==> config.mk <==
export PLATFORM = sky130hd
export DESIGN_NAME = ps2_key_event_ctrl
export DESIGN_NICKNAME = d
export VERILOG_FILES = /design/src/rtl/ps2_pkg.sv /design/src/rtl/ps2_ev_fifo.sv /design/src/rtl/ps2_key_event_ctrl.sv
export SDC_FILE = /design/constraint.sdc
export NUM_CORES = 1
export LEC_CHECK = 0
export BUFFER_PORTS_ARGS = -buffer_cell sky130_fd_sc_hd__clkbuf_2
export CAP_MARGIN = 15
export CORE_MARGIN = 10
export CORE_UTILIZATION = 60
export DETAILED_ROUTE_END_ITERATION = 10
export GPL_ROUTABILITY_DRIVEN = 0
export PLACE_DENSITY = 0.89
export SYNTH_ARGS = -nofsm -noshare
export SYNTH_HDL_FRONTEND = slang
export SYNTH_SLANG_ARGS = --single-unit
==> constraint.sdc <==
create_clock -name clk -period 2.6 [get_ports clk]
set_clock_uncertainty 0.05 [all_clocks]
set_input_delay 0 -clock clk [delete_from_list [all_inputs] [get_ports clk]]
set_output_delay 0 -clock clk [all_outputs]
set_load 0.01 [all_outputs]
==> src/rtl/ps2_pkg.sv <==
// Shared byte constants, parser state and event layout for the PS/2 key-event controller.
package ps2_pkg;
  localparam logic [7:0] SC_E0 = 8'hE0;
  localparam logic [7:0] SC_F0 = 8'hF0;
  localparam logic [7:0] SC_AA = 8'hAA;
  localparam logic [7:0] SC_FA = 8'hFA;
  localparam logic [7:0] SC_EE = 8'hEE;
  localparam logic [7:0] SC_FE = 8'hFE;

  localparam int EV_W = 10;

  typedef enum logic [1:0] {IDLE, EXT, BRK, EXT_BRK} ps2_state_e;

  typedef struct packed {
    logic       ext;
    logic       brk;
    logic [7:0] code;
  } ps2_ev_t;

  // Keyboard status/ack bytes that never form a key event from IDLE.
  function automatic logic is_status(input logic [7:0] b);
    return (b == SC_AA) || (b == SC_FA) || (b == SC_EE) || (b == SC_FE);
  endfunction
endpackage

==> src/rtl/ps2_ev_fifo.sv <==
// Synchronous FIFO with wrap-bit pointers; clr has priority over push and pop.
module ps2_ev_fifo #(
  parameter int DEPTH = 4,
  parameter int W     = 10
) (
  input  logic         clk,
  input  logic         rst_n,
  input  logic         clr,
  input  logic         push,
  input  logic         pop,
  input  logic [W-1:0] din,
  output logic [W-1:0] dout,
  output logic         full,
  output logic         empty
);
  localparam int AW = (DEPTH > 1) ? $clog2(DEPTH) : 1;

  logic [AW:0]               wr_q, wr_d, rd_q, rd_d;
  logic [DEPTH-1:0][W-1:0]   mem_q, mem_d;
  logic                      do_push, do_pop;

  assign empty = (wr_q == rd_q);
  assign full  = (wr_q[AW] != rd_q[AW]) && (wr_q[AW-1:0] == rd_q[AW-1:0]);

  // A pop frees the slot the same-cycle push needs when full.
  assign do_pop  = pop && !empty && !clr;
  assign do_push = push && !clr && (!full || do_pop);

  always_comb begin
    mem_d = mem_q;
    if (do_push) mem_d[wr_q[AW-1:0]] = din;
    wr_d = clr ? '0 : wr_q + (AW+1)'(do_push);
    rd_d = clr ? '0 : rd_q + (AW+1)'(do_pop);
  end

  always_ff @(posedge clk or negedge rst_n) begin
    if (!rst_n) begin
      wr_q  <= '0;
      rd_q  <= '0;
      mem_q <= '0;
    end else begin
      wr_q  <= wr_d;
      rd_q  <= rd_d;
      mem_q <= mem_d;
    end
  end

  assign dout = mem_q[rd_q[AW-1:0]];
endmodule

==> src/rtl/ps2_key_event_ctrl.sv <==
// Scan-code parser (E0/F0 prefixes, status filtering, typematic filter) feeding a key-event FIFO.
module ps2_key_event_ctrl
  import ps2_pkg::*;
#(
  parameter int DEPTH   = 4,
  parameter int TIMEOUT = 50000
) (
  input  logic       clk,
  input  logic       rst,
  input  logic       rx_done,
  input  logic [7:0] rx_data,
  input  logic       enable,
  input  logic       flush,
  input  logic       pop,
  output logic       ev_valid,
  output logic [7:0] ev_code,
  output logic       ev_brk,
  output logic       ev_ext,
  output logic       overflow,
  output logic       proto_err
);
  localparam int            TW       = (TIMEOUT > 1) ? $clog2(TIMEOUT) : 1;
  localparam logic [TW-1:0] TMO_LAST = TW'(TIMEOUT - 1);

  ps2_state_e    state_q, state_d;
  logic [TW-1:0] tmo_q, tmo_d;
  logic [8:0]    held_q, held_d;
  logic          held_vld_q, held_vld_d;
  logic          ovf_q, ovf_d, perr_q, perr_d;
  logic          byte_acc, is_pfx, tmo_hit;
  logic          emit, em_ext, em_brk, key_hit, push;
  ps2_ev_t       ev_in, head;
  logic          fifo_full, fifo_empty;

  assign byte_acc = enable && rx_done;
  assign is_pfx   = (rx_data == SC_E0) || (rx_data == SC_F0);
  assign tmo_hit  = enable && !rx_done && (state_q != IDLE) && (tmo_q == TMO_LAST);

  // State register
  always_ff @(posedge clk or negedge rst) begin
    if (!rst) state_q <= IDLE;
    else      state_q <= state_d;
  end

  // Next state
  always_comb begin
    state_d = state_q;
    if (!enable) begin
      state_d = IDLE;
    end else if (byte_acc) begin
      case (state_q)
        IDLE:    state_d = (rx_data == SC_E0) ? EXT : (rx_data == SC_F0) ? BRK : IDLE;
        EXT:     state_d = (rx_data == SC_F0) ? EXT_BRK : (rx_data == SC_E0) ? EXT : IDLE;
        BRK:     state_d = IDLE;
        EXT_BRK: state_d = IDLE;
        default: state_d = IDLE;
      endcase
    end else if (tmo_hit) begin
      state_d = IDLE;
    end
  end

  // Outputs: event emission and protocol error
  always_comb begin
    emit   = 1'b0;
    em_ext = 1'b0;
    em_brk = 1'b0;
    perr_d = tmo_hit;
    if (byte_acc) begin
      case (state_q)
        IDLE:    emit = !is_pfx && !is_status(rx_data);
        EXT:     begin emit = !is_pfx; em_ext = 1'b1; end
        BRK:     begin emit = !is_pfx; em_brk = 1'b1; perr_d = is_pfx; end
        EXT_BRK: begin emit = !is_pfx; em_brk = 1'b1; em_ext = 1'b1; perr_d = is_pfx; end
        default: emit = 1'b0;
      endcase
    end
  end

  // Typematic filter: a make matching the held key is a repeat and is dropped.
  always_comb begin
    key_hit    = held_vld_q && (held_q == {em_ext, rx_data});
    push       = emit && !flush && !(!em_brk && key_hit);
    held_d     = held_q;
    held_vld_d = held_vld_q;
    if (flush) begin
      held_vld_d = 1'b0;
    end else if (emit) begin
      if (!em_brk && !key_hit) begin
        held_d     = {em_ext, rx_data};
        held_vld_d = 1'b1;
      end else if (em_brk && key_hit) begin
        held_vld_d = 1'b0;
      end
    end
    ovf_d = flush ? 1'b0 : (ovf_q || (push && fifo_full && !pop));
    tmo_d = (state_q == IDLE || byte_acc || !enable || tmo_hit) ? '0 : tmo_q + 1'b1;
    ev_in = '{ext: em_ext, brk: em_brk, code: rx_data};
  end

  always_ff @(posedge clk or negedge rst) begin
    if (!rst) begin
      tmo_q      <= '0;
      held_q     <= '0;
      held_vld_q <= 1'b0;
      ovf_q      <= 1'b0;
      perr_q     <= 1'b0;
    end else begin
      tmo_q      <= tmo_d;
      held_q     <= held_d;
      held_vld_q <= held_vld_d;
      ovf_q      <= ovf_d;
      perr_q     <= perr_d;
    end
  end

  ps2_ev_fifo #(.DEPTH(DEPTH), .W(EV_W)) u_fifo (
    .clk   (clk),
    .rst_n (rst),
    .clr   (flush),
    .push  (push),
    .pop   (pop),
    .din   (ev_in),
    .dout  (head),
    .full  (fifo_full),
    .empty (fifo_empty)
  );

  // Head fields are zeroed while empty so stale entries never leak out.
  assign ev_valid  = !fifo_empty;
  assign ev_code   = ev_valid ? head.code : 8'h00;
  assign ev_brk    = ev_valid && head.brk;
  assign ev_ext    = ev_valid && head.ext;
  assign overflow  = ovf_q;
  assign proto_err = perr_q;
endmodule

# Word level (Yosys, flattened, before mapping)
# Cells that the tools add are included.
[op_classes]
n_addsub = 3
order_cmp = 3
eq_ne = 15
n_mux = 30
bitwise_logic = 1
reduce_logical = 50
[ops]
columns = ["cell", "count"]
rows = [
  ["$eq 8x8->1 const B", 6],
  ["$bwmux 40", 1],
  ["$logic_and 1x1->1", 21],
  ["$bmux 10 s2", 1],
  ["$demux 10 s2", 1],
  ["$mux 10", 2],
  ["$add 16x1->16 const B", 1],
  ["$eq 16x16->1 const B", 1],
  ["$mux 16", 1],
  ["$mux 1", 13],
  ["$mux 2", 6],
  ["$logic_not 1->1", 11],
  ["$eq 9x9->1", 1],
  ["$logic_or 1x1->1", 9],
  ["$mux 8", 1],
  ["$add 3x1->3", 2],
  ["$lt 2x3->1 const B", 2],
  ["$mux 3", 2],
  ["$pmux 2 s3", 1],
  ["$eq 2x2->1 const B", 2],
  ["$reduce_bool 2->1", 2],
  ["$reduce_or 2->1", 2],
  ["$eq 3x3->1", 1],
  ["$ne 3x1->1 const B", 1],
  ["other kinds (11)", 11],
]
[word_totals]
ff_bits = 76
in_bits = 14
out_inout_bits = 13
elab_cells = 114

# Logic depth before layout (Yosys ltp)
# Gate-level depths: netlist (run 1).
[depth]
ltp_word = 14
mapped_depth = 10
mapped_depth_nobuf = 8

# By module
# A second synthesis (run 1) with hierarchy kept.
[unflattened]
cells_unflattened = 487
hier_area_um2 = 4874.7
[modules_own_cells]
columns = ["module", "n_inst", "cells_per_inst", "area_each_um2", "seq_area_each_um2"]
rows = [
  ["ps2_ev_fifo", 1, 323, 3226.8, 1151.1],
  ["ps2_key_event_ctrl", 1, 164, 1647.8, 750.7],
]

# Worst setup path after synthesis (run 1)
# No wires, ideal clock.
[synth_timing]
kind = "register to register"
startpoint = "register state_q[1]"
endpoint = "register u_fifo.mem_q[0] in the netlist's numbering"
setup_time_ps = 125
arrival_time_ps = 1994
required_ps = 2425
setup_slack_ps = 430
stages_incl_launch_ff = 8
path_buffers = 3
period_less_slack_ps = 2170
cell_sequence = "dfrtp_1 -> clkbuf_1 -> nor3_1 -> a31o_1 -> buf_6 -> or4_1 -> buf_6 -> mux2_4"
[synth_via]
elab_chain_len = 11
word_cells_on_any_way = 22
classes_between = "eq/ne: 4; mux: 6; reduce/logical: 12"
[synth_lines]
columns = ["element", "line_no", "text"]
rows = [
  ["start: declaration", "ps2_key_event_ctrl.sv:25", "ps2_state_e state_q, state_d;"],
  ["start signal: assignment", "ps2_key_event_ctrl.sv:42", "else state_q <= state_d;"],
  ["$eq 2x2->1 or $eq 2x1->1 (tied branches)", "ps2_key_event_ctrl.sv:70", "case (state_q)"],
  ["$reduce_or 2->1 (no source line)", "--", ""],
  ["$mux 1", "ps2_key_event_ctrl.sv:70", ""],
  ["$mux 1", "ps2_key_event_ctrl.sv:69", "if (byte_acc) begin"],
  ["$eq 9x9->1", "ps2_key_event_ctrl.sv:82", "key_hit = held_vld_q && (held_q == {em_ext, rx_data});"],
  ["$logic_and 1x1->1", "ps2_key_event_ctrl.sv:82", ""],
  ["$logic_and 1x1->1", "ps2_key_event_ctrl.sv:83", "push = emit && !flush && !(!em_brk && key_hit);"],
  ["$logic_not 1->1", "ps2_key_event_ctrl.sv:83", ""],
  ["$logic_and 1x1->1 (*)", "ps2_key_event_ctrl.sv:83", ""],
  ["$logic_and 1x1->1 (*) (2 in a row)", "ps2_ev_fifo.sv:27", "assign do_push = push && !clr && (!full || do_pop);"],
  ["end signal: assignment", "ps2_ev_fifo.sv:44", "mem_q <= mem_d;"],
  ["end: declaration", "ps2_ev_fifo.sv:19", "logic [DEPTH-1:0][W-1:0] mem_q, mem_d;"],
]
# Every way passes the cells marked *; elsewhere a longest branch is shown, timed or not.
# A chain may end at the register's enable or synchronous reset.

# Worst setup path in the final report (run 1)
[layout_timing]
startpoint = "input port rx_data[0]"
endpoint = "register held_q[3]"
[layout_via]
elab_chain_len = 9
word_cells_on_any_way = 20
classes_between = "eq/ne: 7; mux: 2; reduce/logical: 11"
[layout_lines]
columns = ["element", "line_no", "text"]
rows = [
  ["start: declaration", "ps2_key_event_ctrl.sv:11", "input logic [7:0] rx_data,"],
  ["$eq 8x8->1", "ps2_pkg.sv:22", "return (b == SC_AA) || (b == SC_FA) || (b == SC_EE) || (b == SC_FE);"],
  ["$logic_or 1x1->1 (3 in a row)", "ps2_pkg.sv:22", ""],
  ["$logic_not 1->1", "ps2_key_event_ctrl.sv:71", "IDLE: emit = !is_pfx && !is_status(rx_data);"],
  ["$logic_and 1x1->1", "ps2_key_event_ctrl.sv:71", ""],
  ["$pmux 1 s2", "ps2_key_event_ctrl.sv:70", ""],
  ["$mux 1", "ps2_key_event_ctrl.sv:69", ""],
  ["$reduce_and 3->1 (no source line) (*)", "--", ""],
  ["end signal: assignment", "ps2_key_event_ctrl.sv:110", "held_q <= held_d;"],
  ["end: declaration", "ps2_key_event_ctrl.sv:27", "logic [8:0] held_q, held_d;"],
]
# Marks and branches as above.

==> metrics, run 1 <==
post-cts resize count 0; global-route wire length before repair 13.30 mm; Hold EP proto_err$_DFF_PN0_; worst vdd ir around 0.42 mV; Hold Startpoint rx_done; DRC viols 0; Synth async-reset ratio between 90% and 100%; clk buf depth 2; max_slew headroom 36.66%; maxcap violations 0; r2r worst-path depth 5; Post-Syn Area per Cell 12.70 um^2; setup TNS 0 ns; Warnings, synthesis 0; Yosys top cell area share 49.58%; Syn Nets around 320; kind of critical path in -> reg; worst min path class in -> reg; share of cells above drive strength 1 33.24%; CP delay by family, top simple AND/OR/NAND/NOR gates; Worst EP required ~2.8 ns; post-synth cell types 42; top cells by area, synth dfrtp_1 (50%), mux2_2 (11%), mux4_2 (5.9%), mux2_4 (3.9%), xnor2_1 (3.7%); Reg2Reg Capture Point held_q[3]$_DFFE_PN0P_; EDFF count, synth 0; Period minus WS final approximately 2.4 ns; Seq/Total Area, Yosys 49.58%; r2r startpoint held_q[2]$_DFFE_PN0P_; initial drt markers around 150; drt via density ~5.9; die span in y 99.96 um; Setup violations, final 0; Die Wd 99.96 um; fmax 419.9 MHz; outcome finished clean; RSZ-0062 raised after global routing false; max-slew violation count 0; critical path endpoint category flip-flop; I/O Pins 27; diode count 0; H-Tree Level Count 3; ys flop type dfrtp_1; flops & latches, synth 76; Hold Path Depth 3; Critical Path AT 2.57 ns; final period utilization 91.60%; area of the die roughly 0.01 mm^2; First-pass DRT Iterations 4; CTS tree done; Cells after Synth approximately 300; Antenna Nets Post-Route 0; largest net degree at the start of global routing between 70 and 80; Clock Tree Root clkbuf_8; hpwl dp 5.040 mm; Starting Density 61.11%; count leader, synth dfrtp_1; post-CTS setup buffer count 0; Synth area leader dfrtp_1; crit-path max cell delay 0.64 ns; Cell Rows 29; Final Routed Wirelength 8.234 mm; worst path buffer plus inverter count 2; initial antenna violation count 0; reg2reg setup slack 0.24 ns; commonest cells in the netlist dfrtp_1 (76), mux2_2 (39), nor2_1 (25); PortBufs 26; slowest CP cell or4_1; Final Hold Vio Count 0; number of buffers created by CTS 9; via count between 2k and 3k; total track usage ~17%; Worst-Skew Late Latency 0.36 ns; Netlist Area Pre-Place 0.003836 mm^2; final instance count without filler cells 426; Lkg Pwr 2.016 nW; P&R area growth vs syn 15.23%; Final Net Count around 360; Cells after DPL 399; Critical Path Fanout Max 9; worst-margin pin slew about 0.95 ns; clock transition at the registers of the reported paths 0.07 ns; core region area 0.006277 mm^2; Clock Sink Count 76; routed length per placed instance 19.33 um; Power Dens Cells 634.7 mW/mm^2; number of global-route vias before repair 2528; startpoint types input port; gr ovfl total 0; CP cell instances dlygate4sd3_1 > clkbuf_2 > xnor2_1 > nand4_1 > or4_1 > or4b_1 > mux2_2
[flip-flops by register name (all words and copies together) (netlist names)]
name          cells
tmo_q            16
proto_err         1
overflow          1
state_q           2
u_fifo.wr_q       3
u_fifo.mem_q     40
held_vld_q        1
held_q            9
u_fifo.rd_q       3
[power by group]
group          internal [mW]  switching, mW  total (mW)
combinational          0.197          0.156       0.353
sequential              1.27         0.0617        1.33
clock                  0.669          0.450        1.12
[worst max path at each step]
| stage | from | to | slack (ns) | depth (start not counted) |
|---|---|---|---|---|
| after floorplan | state_q[1]$_DFFE_PN0P_ | u_fifo.mem_q[0]$_DFFE_PN0P_ | 0.43 | 7 |
| after global placement | held_q[4]$_DFFE_PN0P_ | held_q[0]$_DFFE_PN0P_ | 0.39 | 5 |
| after detailed placement | held_q[2]$_DFFE_PN0P_ | held_q[3]$_DFFE_PN0P_ | 0.28 | 5 |
| after CTS | held_q[2]$_DFFE_PN0P_ | held_q[3]$_DFFE_PN0P_ | 0.26 | 5 |
| after global routing | rx_data[4] | held_q[3]$_DFFE_PN0P_ | 0.11 | 7 |
| final | rx_data[0] | held_q[3]$_DFFE_PN0P_ | 0.22 | 7 |
[worst register-to-register path, delay by kind of cell (launching register included)]
kind             cells  cell delay [ns]
AND/OR/NAND/NOR      3             1.24
flip-flops           1             0.40
XOR/XNOR             1             0.18
multiplexers         1             0.38
[kinds of logic after synthesis]
group | share of synthesized area [%]
flops | 49.58
xor+xnor | 6.393
simple gates | 16.67
compound gates | 2.054
mux | 21.23
fa+ha+maj | 1.631
buf+inv | 2.446
[timing repair]
action                     in CTS  in global routing
hold buffers                   11                  0
setup endpoints to repair       0                  0
hold endpoints to repair      114                  0
[area by class of cell]
cell class,instances,area [um^2]
sequential,76,1902
fill,424,1857
multi-input combinational,207,1841
timing repair buffer,48,325.3
clock buffer,11,141.4
clock inverter,5,107.6
tap,77,96.34
inverter,2,7.507
[layer usage]
layer  share of wire, %  wire (um)  vias to the layer above  track usage, %
met1                 45       3710                     1271           21.36
met2                 48       3972                       62           26.53
met4                2.4        194                        0           7.497
met3                4.3        357                       17           4.327
li1                   -          -                     1159               -
met5                  0          0                        -               0
[cell usage in the layout, fill, tap and decap left out, types with 3 or more instances in the layout]
cell type / netlist / layout
and3_1: 6 / 6
buf_4: 0 / 12
bufinv_16: 0 / 3
clkbuf_2: 4 / 25
clkbuf_8: 0 / 10
dfrtp_1: 76 / 76
dlygate4sd3_1: 0 / 11
ha_1: 5 / 5
mux2_2: 39 / 39
mux2_4: 10 / 10
mux4_2: 10 / 10
nand2_1: 12 / 12
nand3_1: 10 / 10
nand3b_1: 4 / 4
nand4_1: 4 / 4
nor2_1: 25 / 25
nor2b_1: 18 / 18
nor4_4: 4 / 4
or4_1: 3 / 3
xnor2_1: 16 / 16
xor2_1: 12 / 12
[stage by stage]
stage	setup slack (ns)	area (um^2)	hold WS (ns)	util [%]	power, mW
6_report	0.2185	4420	0.01261	70.42	2.806
5_1_grt	0.1138	4420	0.03870	70.42	2.903
4_1_cts	0.2599	4420	0.01314	70.42	2.808
3_5_place_dp	0.2797	4061	0.1553	64.70	1.678
3_3_place_gp	0.3916	4061	0.1422	64.70	1.656
2_1_floorplan	0.4304	3836	-0.3456	-	1.576
Note: power is estimated with default switching activity, not from simulation.
==> run 2: changes to the inputs <==
--- a/config.mk
+++ b/config.mk
@@ -5,9 +5,10 @@
 export SDC_FILE = /design/constraint.sdc
 export NUM_CORES = 1
 export LEC_CHECK = 0
+export ABC_AREA = 1
 export BUFFER_PORTS_ARGS = -buffer_cell sky130_fd_sc_hd__clkbuf_2
 export CAP_MARGIN = 15
-export CORE_MARGIN = 10
+export CORE_MARGIN = 2
 export CORE_UTILIZATION = 60
 export DETAILED_ROUTE_END_ITERATION = 10
 export GPL_ROUTABILITY_DRIVEN = 0
==> constraint.sdc (replaced) <==
create_clock -name clk -period 2.2 [get_ports clk]
set_clock_uncertainty 0.05 [all_clocks]
set_input_delay 0 -clock clk [delete_from_list [all_inputs] [get_ports clk]]
set_output_delay 0 -clock clk [all_outputs]
set_load 0.01 [all_outputs]
==> metrics, run 2 <==
clock transition at the registers of the reported paths 0.08 ns (about the same); Syn Nets 535 (+67%); worst path buffer plus inverter count 4 (+2); share of cells above drive strength 1 12.72% (-21 points); Power Dens Cells 696.4 mW/mm^2 (+9.7%); Hold Path Depth 4 (+1); reg2reg setup slack 0.22 ns (-0.02 ns); worst min path class in -> reg; largest net degree at the start of global routing 77 (unchanged); DR WL met2 4.626 mm (+16%); max-slew violation count 0 (unchanged); ys flop type dfrtp_1; Die Wd 85.45 um (-15%); Warnings, synthesis 0 (unchanged); post-synth cell types 34 (-19%); total power 3.174 mW (+13%); uppermost layer routed met4; diode count 0 (unchanged); number of buffers created by CTS 9 (unchanged); fill count 458 (+8.0%); worst setup margin 0.1991 ns (-0.01941 ns); initial antenna violation count 0 (unchanged); count leader, synth nand2_1; I/O Pins 27 (unchanged); flops & latches, synth 76 (unchanged); outcome finished clean; final instance count without filler cells 643 (+51%); Starting Density 62.32% (+1.2 points); Setup violations, final 0 (unchanged); Worst EP required 2.39 ns (-0.40 ns); Detail Route met3 WL 663 um (+86%); Post-Syn Area per Cell 7.713 um^2 (-39%); routed length per placed instance 14.63 um (-24%); Final Net Count 580 (+60%); startpoint types input port; post-route cell area 0.004558 mm^2 (+3.1%); r2r worst-path depth 10 (+5); crit-path max cell delay 0.54 ns (-0.10 ns); Clock Sink Count 76 (unchanged); fmax ~500 MHz; kind of critical path in -> reg; PortBufs 26 (unchanged); Core Util, Final 71.38% (+0.95 points); commonest cells in the netlist nand2_1 (186), dfrtp_1 (76), nor2_1 (62); initial drt markers 364 (+150%); P&R area growth vs syn 14.52%; pre-CTS setup slack 0.1327 ns (-0.1470 ns); worst-margin pin slew 0.9636 ns (+0.01359 ns); clk buf depth 2 (unchanged); Cells after Synth 516 (+71%); total track usage 27.74% (+11 points); max_slew headroom 35.76% (-0.91 points); leading registers by flop count u_fifo.mem_q: 40 flops, tmo_q: 16 flops, held_q: 9 flops; global-route wire length before repair 15.88 mm (+19%); number of flip-flops in the largest register 40 (unchanged); RSZ-0062 raised after global routing false; slowest CP cell dlygate4sd3_1; final period utilization 90.95%; Cells after DPL 614 (+54%); Cell Rows 29 (unchanged); Seq/Total Area, Yosys 47.78% (-1.8 points); via count 3595 (+43%); Lkg Pwr 2.455 nW (+22%); setup TNS 0 ns (unchanged); gr ovfl total 0 (unchanged); First-pass DRT Iterations 5 (+1); most common cell after layout, fill and taps aside nand2_1; Reg2Reg Capture Point u_fifo.wr_q[2]$_DFF_PN0_; most frequent cells in the layout nand2_1 (186), dfrtp_1 (76), nor2_1 (61), inv_1 (57), clkbuf_2 (25); Netlist Area Pre-Place 0.003980 mm^2 (+3.8%); r2r startpoint u_fifo.wr_q[1]$_DFF_PN0_; Final Hold Vio Count 0 (unchanged); Synth async-reset ratio 100.0% (unchanged); worst vdd ir 0.5515 mV (+31%); DRC viols 0 (unchanged); maxcap violations 0 (unchanged); CTS tree done; Yosys top cell area share 47.78% (-1.8 points); Critical Path AT 2.20 ns (-0.37 ns); DP Area 0.004200 mm^2 (+3.4%); Hold Startpoint pop; Hold EP overflow$_DFF_PN0_; Largest Register u_fifo.mem_q; Metal-1 WL 3.944 mm (+6.3%); hpwl dp 5.918 mm (+17%); CP delay by family, top buffers and inverters; EDFF count, synth 0 (unchanged); H-Tree Level Count 3 (unchanged); CP cell instances dlygate4sd3_1 > clkbuf_2 > inv_1 > nand2_1 > nand2_1 > nand3_1 > nor2_2 > nand3_4 > nand3_4 > inv_1 > ha_1 > ha_1 > o21ai_0 > a21oi_1; drt via density 5.591 (-5.1%); core region area 0.006386 mm^2 (+1.7%); critical path endpoint category flip-flop; area of the die 0.007301 mm^2 (-27%); Final Hold Slack 0.007262 ns (-0.005343 ns); Critical Path Fanout Max 7 (-2); die span in y 85.45 um (-15%); number of global-route vias before repair 3418 (+35%); Period minus WS final around 2 ns; top cells by area, synth dfrtp_1 (48%), nand2_1 (18%), nor2_1 (5.8%), inv_1 (5.4%), nand3_1 (2.9%); Final Routed Wirelength 9.407 mm (+14%); Synth area leader dfrtp_1; Worst-Skew Late Latency 0.35 ns (about the same); Clock Tree Root clkbuf_8; Antenna Nets Post-Route 0 (unchanged)
-- run 2: cell type report --
cell class                      instances  area, um^2  share of cell area [%]
Multi-Input combinational cell        368        1794                   39.36
Timing Repair Buffer                   47       317.8                   6.972
Inverter                               59       222.7                   4.886
Tap cell                               77       96.34                   2.114
Clock buffer                            9       123.9                   2.718
Clock inverter                          7       101.3                   2.223
Sequential cell                        76        1902                   41.72
-- run 2: worst max path at each step --
stage | startpoint | end | slack [ns] | cells past startpoint
3_3_place_gp | state_q[0]$_DFFE_PN0P_ | u_fifo.wr_q[2]$_DFF_PN0_ | 0.25 | 11
6_report | rx_data[2] | u_fifo.wr_q[2]$_DFF_PN0_ | 0.20 | 14
2_1_floorplan | state_q[1]$_DFFE_PN0P_ | u_fifo.wr_q[2]$_DFF_PN0_ | 0.29 | 12
4_1_cts | rx_data[2] | u_fifo.wr_q[2]$_DFF_PN0_ | 0.11 | 14
3_5_place_dp | state_q[0]$_DFFE_PN0P_ | u_fifo.wr_q[2]$_DFF_PN0_ | 0.13 | 11
5_1_grt | rx_data[6] | u_fifo.wr_q[2]$_DFF_PN0_ | 0.04 | 15
-- run 2: repair_timing --
item | 4_1_cts | 5_1_grt
gates resized for setup | 0 | 2
hold buffers | 11 | 0
setup buffers | 0 | 2
hold endpoints to repair | 119 | 0
endpoints found under the setup margin | 0 | 2
-- run 2: where the power goes --
group | switching (mW) | total (mW) | leakage, nW | internal (mW)
combinational | 0.253 | 0.409 | 1.32 | 0.156
clock | 0.549 | 1.19 | 0.106 | 0.644
sequential | 0.0682 | 1.57 | 1.03 | 1.50
-- run 2: kinds of logic after synthesis --
group / after synthesis / share of synthesized area (%)
adder cells (fa/ha/maj): 5 / 1.572
AO/OA/AOI/OAI: 43 / 6.507
AND/OR/NAND/NOR: 312 / 35.05
buffers and inverters: 72 / 7.325
flip-flops: 76 / 47.78
XOR/XNOR: 8 / 1.761
-- run 2: worst min-delay path, cell delays in order --
cell	delay, ns
clkbuf_2	0.11
nor2_1	0.08
nand3_1	0.12
a21oi_1	0.07
-- run 2: metal layers --
layer / GRT usage, % / vias to the layer above
li1: - / 1717
met1: 36.97 / 1702
met2: 45.53 / 156
met3: 6.128 / 20
met4: 8.802 / 0
met5: 0 / -
